## src/rtl/serial_add_sequencer.sv

```systemverilog
// rtl/serial_add_sequencer.sv - word-level front end for a registered 1-bit full adder
module serial_add_sequencer #(
    parameter int WIDTH = 8
) (
    input  logic             clk,
    input  logic             rst,
    input  logic             in_valid,
    output logic             in_ready,
    input  logic [WIDTH-1:0] in_a,
    input  logic [WIDTH-1:0] in_b,
    input  logic             in_cin,
    output logic             add_a,
    output logic             add_b,
    output logic             add_cin,
    input  logic             add_sum,
    input  logic             add_carry,
    output logic             out_valid,
    input  logic             out_ready,
    output logic [WIDTH-1:0] out_sum,
    output logic             out_cout
);

    localparam int CW = (WIDTH > 2) ? $clog2(WIDTH) : 1;
    localparam logic [CW-1:0] LAST = CW'(WIDTH - 1);

    typedef enum logic [1:0] {
        IDLE  = 2'd0,
        SHIFT = 2'd1,
        DRAIN = 2'd2,
        DONE  = 2'd3
    } state_t;

    state_t           r_state;
    state_t           w_state_nxt;
    logic [WIDTH-1:0] r_a_sr;
    logic [WIDTH-1:0] r_b_sr;
    logic             r_cin;
    logic [CW-1:0]    r_cnt;
    logic [WIDTH-1:0] r_res;
    logic [WIDTH-1:0] r_out_sum;
    logic             r_out_cout;
    logic             r_out_valid;
    logic             w_accept;
    logic             w_release;

    assign w_accept  = in_valid && in_ready;
    assign w_release = (r_state == DONE) && r_out_valid && out_ready;

    assign out_valid = r_out_valid;
    assign out_sum   = r_out_sum;
    assign out_cout  = r_out_cout;

    // State register; reset aborts any operation in flight.
    always_ff @(posedge clk or negedge rst) begin
        if (!rst) begin
            r_state <= IDLE;
        end else begin
            r_state <= w_state_nxt;
        end
    end

    // Next-state logic and adder-facing outputs. The carry fed back after the
    // first bit comes straight from the adder's carry register.
    always_comb begin
        w_state_nxt = r_state;
        in_ready    = 1'b0;
        add_a       = 1'b0;
        add_b       = 1'b0;
        add_cin     = 1'b0;
        case (r_state)
            IDLE: begin
                in_ready = rst;
                if (w_accept) begin
                    w_state_nxt = SHIFT;
                end
            end
            SHIFT: begin
                add_a   = r_a_sr[0];
                add_b   = r_b_sr[0];
                add_cin = (r_cnt == '0) ? r_cin : add_carry;
                if (r_cnt == LAST) begin
                    w_state_nxt = DRAIN;
                end
            end
            DRAIN: begin
                w_state_nxt = DONE;
            end
            DONE: begin
                if (w_release) begin
                    w_state_nxt = IDLE;
                end
            end
            default: begin
                w_state_nxt = IDLE;
            end
        endcase
    end

    // Operand shifting and result assembly. Sum bits arrive one cycle after
    // their operand bits, so they are shifted in MSB-side and land in place
    // after the final capture in DRAIN.
    always_ff @(posedge clk or negedge rst) begin
        if (!rst) begin
            r_a_sr      <= '0;
            r_b_sr      <= '0;
            r_cin       <= 1'b0;
            r_cnt       <= '0;
            r_res       <= '0;
            r_out_sum   <= '0;
            r_out_cout  <= 1'b0;
            r_out_valid <= 1'b0;
        end else begin
            case (r_state)
                IDLE: begin
                    if (w_accept) begin
                        r_a_sr <= in_a;
                        r_b_sr <= in_b;
                        r_cin  <= in_cin;
                        r_cnt  <= '0;
                    end
                end
                SHIFT: begin
                    r_a_sr <= {1'b0, r_a_sr[WIDTH-1:1]};
                    r_b_sr <= {1'b0, r_b_sr[WIDTH-1:1]};
                    if (r_cnt != LAST) begin
                        r_cnt <= r_cnt + CW'(1);
                    end
                    if (r_cnt != '0) begin
                        r_res <= {add_sum, r_res[WIDTH-1:1]};
                    end
                end
                DRAIN: begin
                    r_res      <= {add_sum, r_res[WIDTH-1:1]};
                    r_out_sum  <= {add_sum, r_res[WIDTH-1:1]};
                    r_out_cout <= add_carry;
                end
                DONE: begin
                    if (!r_out_valid) begin
                        r_out_valid <= 1'b1;
                    end else if (out_ready) begin
                        r_out_valid <= 1'b0;
                    end
                end
                default: begin
                    r_out_valid <= 1'b0;
                end
            endcase
        end
    end

endmodule

```

## config.mk

```make
export PLATFORM = sky130hd
export DESIGN_NAME = serial_add_sequencer
export DESIGN_NICKNAME = d
export VERILOG_FILES = /design/src/rtl/serial_add_sequencer.sv
export SDC_FILE = /design/constraint.sdc
export NUM_CORES = 1
export LEC_CHECK = 0
export ABC_AREA = 1
export CORE_AREA = 2 2 102 84
export CTS_BUF_LIST = sky130_fd_sc_hd__clkbuf_4 sky130_fd_sc_hd__clkbuf_8 sky130_fd_sc_hd__clkbuf_16
export DETAILED_ROUTE_END_ITERATION = 8
export DIE_AREA = 0 0 104 86
export RECOVER_POWER = 100
export SLEW_MARGIN = 0
export SYNTH_ARGS = -nofsm -noshare
export SYNTH_HDL_FRONTEND = slang
export SYNTH_SLANG_ARGS = --single-unit
export TNS_END_PERCENT = 1
```

## constraint.sdc

```tcl
create_clock -name clk -period 1.8 [get_ports clk]
set_clock_uncertainty 0.2 [all_clocks]
set_input_delay 0.36 -clock clk [delete_from_list [all_inputs] [get_ports clk]]
set_output_delay 0.36 -clock clk [all_outputs]
set_load 0.01 [all_outputs]
```

# ---- Word-level counts from Yosys, hierarchy flattened
# Cells that the tools add are included.
dict set report totals {
  register_bits 40
  inputBits 23
  out_inout_bits 14
  wordCells 53
}
dict set report classes {
  n_reduce_logical 13
  n_eq_ne 10
  mux 20
  addsub 1
}
# cell n
set ops {}
lappend ops {{$pmux W8 S2} 3}
lappend ops {{$mux W8} 3}
lappend ops {{$ne A2 B2 Y1 const B} 5}
lappend ops {{$pmux W2 S4} 1}
lappend ops {{$mux W1} 7}
lappend ops {{$mux W2} 3}
lappend ops {{$mux W3} 2}
lappend ops {{$pmux W3 S2} 1}
lappend ops {{$reduce_and A2 Y1} 3}
lappend ops {{$reduce_and A3 Y1} 2}
lappend ops {{$eq A2 B2 Y1 const B} 2}
lappend ops {{$reduce_bool A2 Y1} 2}
lappend ops {{$add A3 B1 Y3 const B} 1}
lappend ops {{$eq A3 B3 Y1 const B} 1}
lappend ops {{$logic_and A1 B1 Y1} 3}
lappend ops {{$logic_not A3 Y1} 1}
lappend ops {{$ne A3 B3 Y1 const B} 1}
lappend ops {{$reduce_bool A3 Y1} 1}
lappend ops {{$eq A2 B1 Y1 const B} 1}
lappend ops {{$logic_not A2 Y1} 1}

# ---- Logic depth before layout (Yosys ltp)
# Gate-level depths: netlist (run 1).
dict set report logic_depth {
  depth_word 5
  mapped_depth 8
  ltp_nobuf 8
}

# ---- Worst setup path after synthesis (run 1)
# OpenSTA, ideal clock, no wires.
dict set report synth_timing {
  path_type {reg2out}
  startpoint {reg r_state[1]}
  endpoint {out add_cin}
  required_ns 1.240
  arrival_ns 1.194
  path_stages_with_launch 7
  n_path_buf 2
  path_slack_ns 0.046
  path_cell_list {dfrtp_1 inv_1 ha_1 buf_4 buf_6 o21ai_1 nor2_1}
}
dict set report synth_via {
  elab_chain_len 2
}
# item line
set synth_rtl {}
lappend synth_rtl {{from (decl)} 33} ;# state_t r_state;
lappend synth_rtl {{from (signal assigned)} 58} ;# r_state <= w_state_nxt;
lappend synth_rtl {{$eq A2 B1 Y1} 70} ;# case (r_state)
lappend synth_rtl {{$mux W1} 70}
lappend synth_rtl {{to (decl)} 14} ;# output logic add_cin,
# No other way between the ends.

# ---- Worst setup path after layout (run 1)
dict set report layout_timing {
  startpoint {reg r_cnt[1]}
  endpoint {out add_cin}
}
dict set report layout_via {
  elab_chain_len 3
}
# item line
set layout_rtl {}
lappend layout_rtl {{from (decl)} 38} ;# logic [CW-1:0] r_cnt;
lappend layout_rtl {{from (signal assigned)} 126} ;# r_cnt <= r_cnt + CW'(1);
lappend layout_rtl {{$logic_not A3 Y1} 80} ;# add_cin = (r_cnt == '0) ? r_cin : add_carry;
lappend layout_rtl {{$mux W1} 80}
lappend layout_rtl {{$mux W1} 70}
# No other way between the ends.

==> results.yml, run 1 <==
critical_path:
  cp_max_fo: 2
  cp_common_cell: "inv_2"
  cp.depth: 7
  worstReg2RegStart: "r_cnt[0]"
  cpPeakStageDelay_ns: 0.39
  cp_top_family: "flip-flops"
  worstPathRequired_ns: 1.24
  reg2reg_to: "r_cnt[0]"
  path_class: "register to primary output"
  crit_end: "add_cin"
  reg2reg_depth: 11
  cp-startpoint: "r_cnt[1]"
  path_cells: "inv_2, ha_2, inv_2, buf_4, nor3_2, nor2_1, buf_2"
  crit_buf_inv: 4
  cp-start-kind: "register"
  end_kind: "primary output"
  cpMaxStageDelayCell: "dfrtp_1"
  worstPathArrival_ns: 1.37
  r2r_slack_ns: -0.07
final_layout:
  final_core_util_pct: 34.3
  fill_cells: 866
  nets: 336
  drive_gt1_share_pct: 19.1
  n_antenna_cell: 0
  syn_to_final_growth_pct: 38.6
floorplanning:
  die_x_um: 104
  row_count: 29
  die_h_um: 86
  start_util_pct: 24.7
  die_area_um2: 8940
  core_area_um2: 7840
  io_pins: 37
run_status:
  violations: "setup timing"
  status: "complete, but fails checks"
power_and_ir_drop:
  cellLeakagePower_uw: 0.00139
  vdd_ir_drop_max_mv: 0.372
  cellInternalPower_uw: 2650
  combPwrFrac_pct: 54.3
  power_density_nw_per_um2: 1670
  swShare_pct: 41.0
  power.share.clock_pct: 12.3
  pwr-share-seq_pct: 33.4
  p_sw_uw: 1840
timing:
  hold_viol: 0
  setup_slack_ns: -0.131
  tightest_slew_ns: 0.499
  fin_crit_ns: 1.93
  slew_violations: 0
  setup_viol: 12
  fin_crit_sh_pct: 107
  max_freq_ghz: 0.518
  hold_ws_ns: 0.228
  relSlewSlack_pct: 66.7
  setup_tns_ns: -0.503
  rsz0062_at_grt: "yes"
synthesis:
  avgSynthCellArea_um2: 7.88
  async_flop_share_pct: 100
  ys_top_cells_by_count: "nand2_1 (121), dfrtp_1 (39), nand3_1 (22)"
  synth_cell_types: 22
  synth_top_flop_cell: "dfrtp_1"
  syn_inst: 246
  syn_area_um2: 1940
  yosysSeqAreaShare_pct: 50.4
  ys_ff_latch: 39
  yosys-top-cells-area: "dfrtp_1 (50%), nand2_1 (23%), nand3_1 (5.7%)"
  yosysWarnings: 0
  synth-edff-count: 0
  synth_top_area_share_pct: 50.4
  yosysMostFrequentCell: "nand2_1"
  syn-num-nets: 277
  yosysTopAreaCell: "dfrtp_1"
grt:
  grt_max_degree: 37
  grt_overflow: 0
  first_global_vias: 1678
  track_usage_pct: 10.6
  antenna_found_initial: 0
  grt_pass1_wl_mm: 7.66
clocking:
  cts_sinks: 39
  cts_inserted_buffers: 5
  htree_levels: 2
  cts_tree: "built"
  path_clk_slew_ns: 0.07
  clockRootBuffer: "clkbuf_8"
  cts.path.max_buffers: 2
  clock_latency_ns: 0.28
placed_design:
  hpwlAfterDp_mm: 3.26
  io_buffers: 36
  gp_congestion: 0.704
  dp_slack_ns: -0.393
routing:
  drt-vias-per-instance: 4.17
  ant_nets: 0
  wl_mm: 4.51
  wl_per_cell_um: 10.9
  num_vias: 1716
  drc: 0
  drt_pass1_iterations: 4
  drt_iter0_markers: 123
worst_hold_path:
  hold_class: "primary input to register"
run:
  max_cap_viol_count: 0
==> power groups by stage <==
stage,sequential [uW],clock (uW),combinational (uW)
floorplan,1510,0,1390
CTS,1500,577,2390
global placement,1490,0,2280
detailed placement,1500,0,2340
finish,1500,552,2440
global route,1550,618,2760
==> kinds of logic after synthesis <==
logic type | Yosys count | synth area share, %
buf+inv | 26 | 6.46
simple gates | 158 | 33.1
flops | 39 | 50.4
fa+ha+maj | 8 | 5.16
compound gates | 15 | 4.91
==> final cells by class <==
class                           instances  area, um^2  share of cell area (%)
Clock buffer                            6        76.3                    2.84
Inverter                               17        63.8                    2.38
Multi-Input combinational cell        181         886                    33.0
Sequential cell                        39         976                    36.3
Tap cell                              108         135                    5.03
Timing Repair Buffer                   61         549                    20.4
==> worst min-delay path, delay by kind of cell <==
kind,cells,cell delay [ns]
buffers and inverters,2,0.14
AND/OR/NAND/NOR,3,0.18
==> routing by layer <==
layer | track usage, % | part of all wire, % | vias up | wire (um)
li1 | - | - | 876 | -
met1 | 14.1 | 50 | 811 | 2230
met2 | 17.2 | 46 | 23 | 2080
met3 | 2.20 | 2.7 | 6 | 120
met4 | 4.05 | 1.6 | 0 | 70
met5 | 0 | 0 | - | 0
==> flip-flops by register name (all words and copies together), names as in the netlist <==
name and cells:
r_res 7, r_cnt 3, r_b_sr 8, r_state 2, r_cin 1, out_sum 8, out_valid 1, out_cout 1
r_a_sr 8
==> per-stage QoR <==
step / instance area [um^2] / instances / total power [uW]
final: 2690 / 412 / 4500
after global routing: 2690 / 412 / 4930
after CTS: 2660 / 411 / 4460
after detailed placement: 2540 / 403 / 3840
after global placement: 2540 / 403 / 3770
after floorplan: 1940 / 246 / 2900
==> worst min-delay path by stage <==
stage / start / to / depth (start not counted)
finish: rst / r_cin / 5
global route: rst / r_cin / 5
CTS: rst / r_cin / 5
detailed placement: rst / r_cin / 2
global placement: rst / r_cin / 2
floorplan: rst / out_cout / 0
==> cells in the final DEF (no fill, tap or decap), types with 2 or more instances in the layout <==
cell type and count:
ha_2 3, o21bai_1 2, nand3b_1 2, buf_6 3
nor2_2 2, inv_2 6, nand3_1 22, clkbuf_4 3
ha_1 4, clkbuf_8 5, nand2_1 118, o21ai_2 2
o21a_1 3, nor2_1 4, inv_1 11, a21oi_1 3
nand2_2 7, o21ai_1 3, clkdlybuf4s50_1 31, dfrtp_1 39
buf_2 4, buf_4 15, clkbuf_1 2
==> timing repair <==
item	CTS	global route
endpoints found under the hold margin	3	0
gates cloned	0	0
hold buffers	1	0
setup endpoints to repair	16	30
pin swaps	0	3
setup buffers	1	1
resized for setup	22	17
Power figures use the tool's default switching activity.
==> inputs of run 2 (changes only) <==
Settings changed: CTS_BUF_LIST sky130_fd_sc_hd__clkbuf_4 sky130_fd_sc_hd__clkbuf_8 sky130_fd_sc_hd__clkbuf_16 to sky130_fd_sc_hd__clkbuf_16.
==> results.yml, run 2 (synthesis gave the netlist of run 1 again) <==
timing:
  slew_violations: 0
  relSlewSlack_pct: 69.4
  rsz0062_at_grt: "yes"
  hold_viol: 0
  setup_tns_ns: -0.400
  setup_slack_ns: -0.137
  setup_viol: 10
  fin_crit_ns: 1.94
  tightest_slew_ns: 0.460
  max_freq_ghz: 0.516
  fin_crit_sh_pct: 108
routing:
  drt_iter0_markers: 92
  wl_per_cell_um: 10.9
  highest_layer: "met4"
  drt-vias-per-instance: 4.14
  dr_wl_met2_mm: 2.11
  ant_nets: 0
  num_vias: 1715
  wl_mm: 4.50
  wl_met1_mm: 2.21
  route.met3.wl_um: 108
  drt_pass1_iterations: 4
  drc: 0
final_layout:
  layout_common_cells: "nand2_1 (118), dfrtp_1 (39), clkdlybuf4s50_1 (31), nand3_1 (21), buf_4 (19)"
  final_cell_area_um2: 2740
  instances_no_fill: 414
  drive_gt1_share_pct: 18.6
  nets: 338
  n_antenna_cell: 0
  final_common_cell: "nand2_1"
  final_core_util_pct: 34.9
  syn_to_final_growth_pct: 41.3
power_and_ir_drop:
  cellInternalPower_uw: 2880
  power.share.clock_pct: 16.9
  swShare_pct: 39.3
  combPwrFrac_pct: 51.5
  cellLeakagePower_uw: 0.00142
  p_sw_uw: 1860
  pwr-share-seq_pct: 31.6
  vdd_ir_drop_max_mv: 0.418
  p_total_uw: 4740
  power_density_nw_per_um2: 1730
grt:
  antenna_found_initial: 0
  grt_pass1_wl_mm: 7.73
  track_usage_pct: 10.7
  grt_overflow: 0
  grt_max_degree: 37
  first_global_vias: 1675
placed_design:
  gp_congestion: 0.704
  post_dp_cell_area_um2: 2540
  post-place-cells: 403
  io_buffers: 36
  hpwlAfterDp_mm: 3.26
floorplanning:
  die_h_um: 86
  die_x_um: 104
  start_util_pct: 24.7
  row_count: 29
  die_area_um2: 8940
  io_pins: 37
  core_area_um2: 7840
critical_path:
  end_kind: "primary output"
  cp-start-kind: "register"
  worstPathArrival_ns: 1.38
  path_class: "register to primary output"
  worstPathRequired_ns: 1.24
  cp_max_fo: 2
worst_hold_path:
  hold_class: "primary input to register"
clocking:
  path_clk_slew_ns: 0.06
  clock_latency_ns: 0.27
  cts_inserted_buffers: 5
  cts_sinks: 39
  clockRootBuffer: "clkbuf_16"
  cts_tree: "built"
  cts.path.max_buffers: 2
  htree_levels: 2
run:
  max_cap_viol_count: 0
run_status:
  violations: "setup timing"
  status: "complete, but fails checks"
run 2: path summary, 6_finish.rpt:
path / startpoint / endpoint / slack [ns] / cells after the start
worst min-delay path: rst / r_cin / 0.24 / 5
worst min register to register: out_sum[2] / out_sum[2] / 0.27 / 2
max in group asynchronous: rst / r_state[0] / 0.23 / 4
worst max register to register: r_cnt[0] / r_cnt[0] / -0.07 / 11
worst max-delay path: r_cnt[1] / add_cin / -0.14 / 7
min in group asynchronous: rst / r_cin / 0.40 / 3
run 2: final cells by class:
class	count	area, um^2
Fill cell	861	5100
Sequential cell	39	976
Timing Repair Buffer	63	554
Multi-Input combinational cell	181	880
Clock inverter	1	3.75
Clock buffer	5	125
Tap cell	108	135
Inverter	17	63.8
run 2: timing repair:
item,CTS,global route
pin swaps,2,5
hold buffers,1,0
resized for setup,22,12
endpoints found under the hold margin,3,0
setup buffers,2,2
setup endpoints to repair,23,29
run 2: metrics by stage:
step / setup WS [ns] / hold WS (ns)
detailed placement: -0.393 / 0.0817
finish: -0.137 / 0.240
global route: -0.230 / 0.281
floorplan: 0.0460 / -0.136
global placement: -0.419 / 0.0823
CTS: -0.122 / 0.256
run 2: routing by layer:
layer,track usage [%],vias to the layer above
li1,-,887
met2,17.4,26
met1,14.3,796
met3,2.20,6
met4,3.44,0
met5,0,-
run 2: worst max-delay path, cell delays in order, from the launching register on:
cell and delay (ns):
dfrtp_1 0.38, inv_2 0.06, ha_2 0.16, inv_2 0.04
nor2_2 0.11, o21ai_1 0.08, nor2_1 0.11, buf_2 0.15
run 2: power groups by stage:
stage / Clock (uW) / Combinational, uW / Sequential, uW
floorplan: 0 / 1390 / 1510
global placement: 0 / 2280 / 1490
detailed placement: 0 / 2340 / 1500
CTS: 823 / 2400 / 1500
global route: 867 / 2770 / 1550
finish: 802 / 2440 / 1500
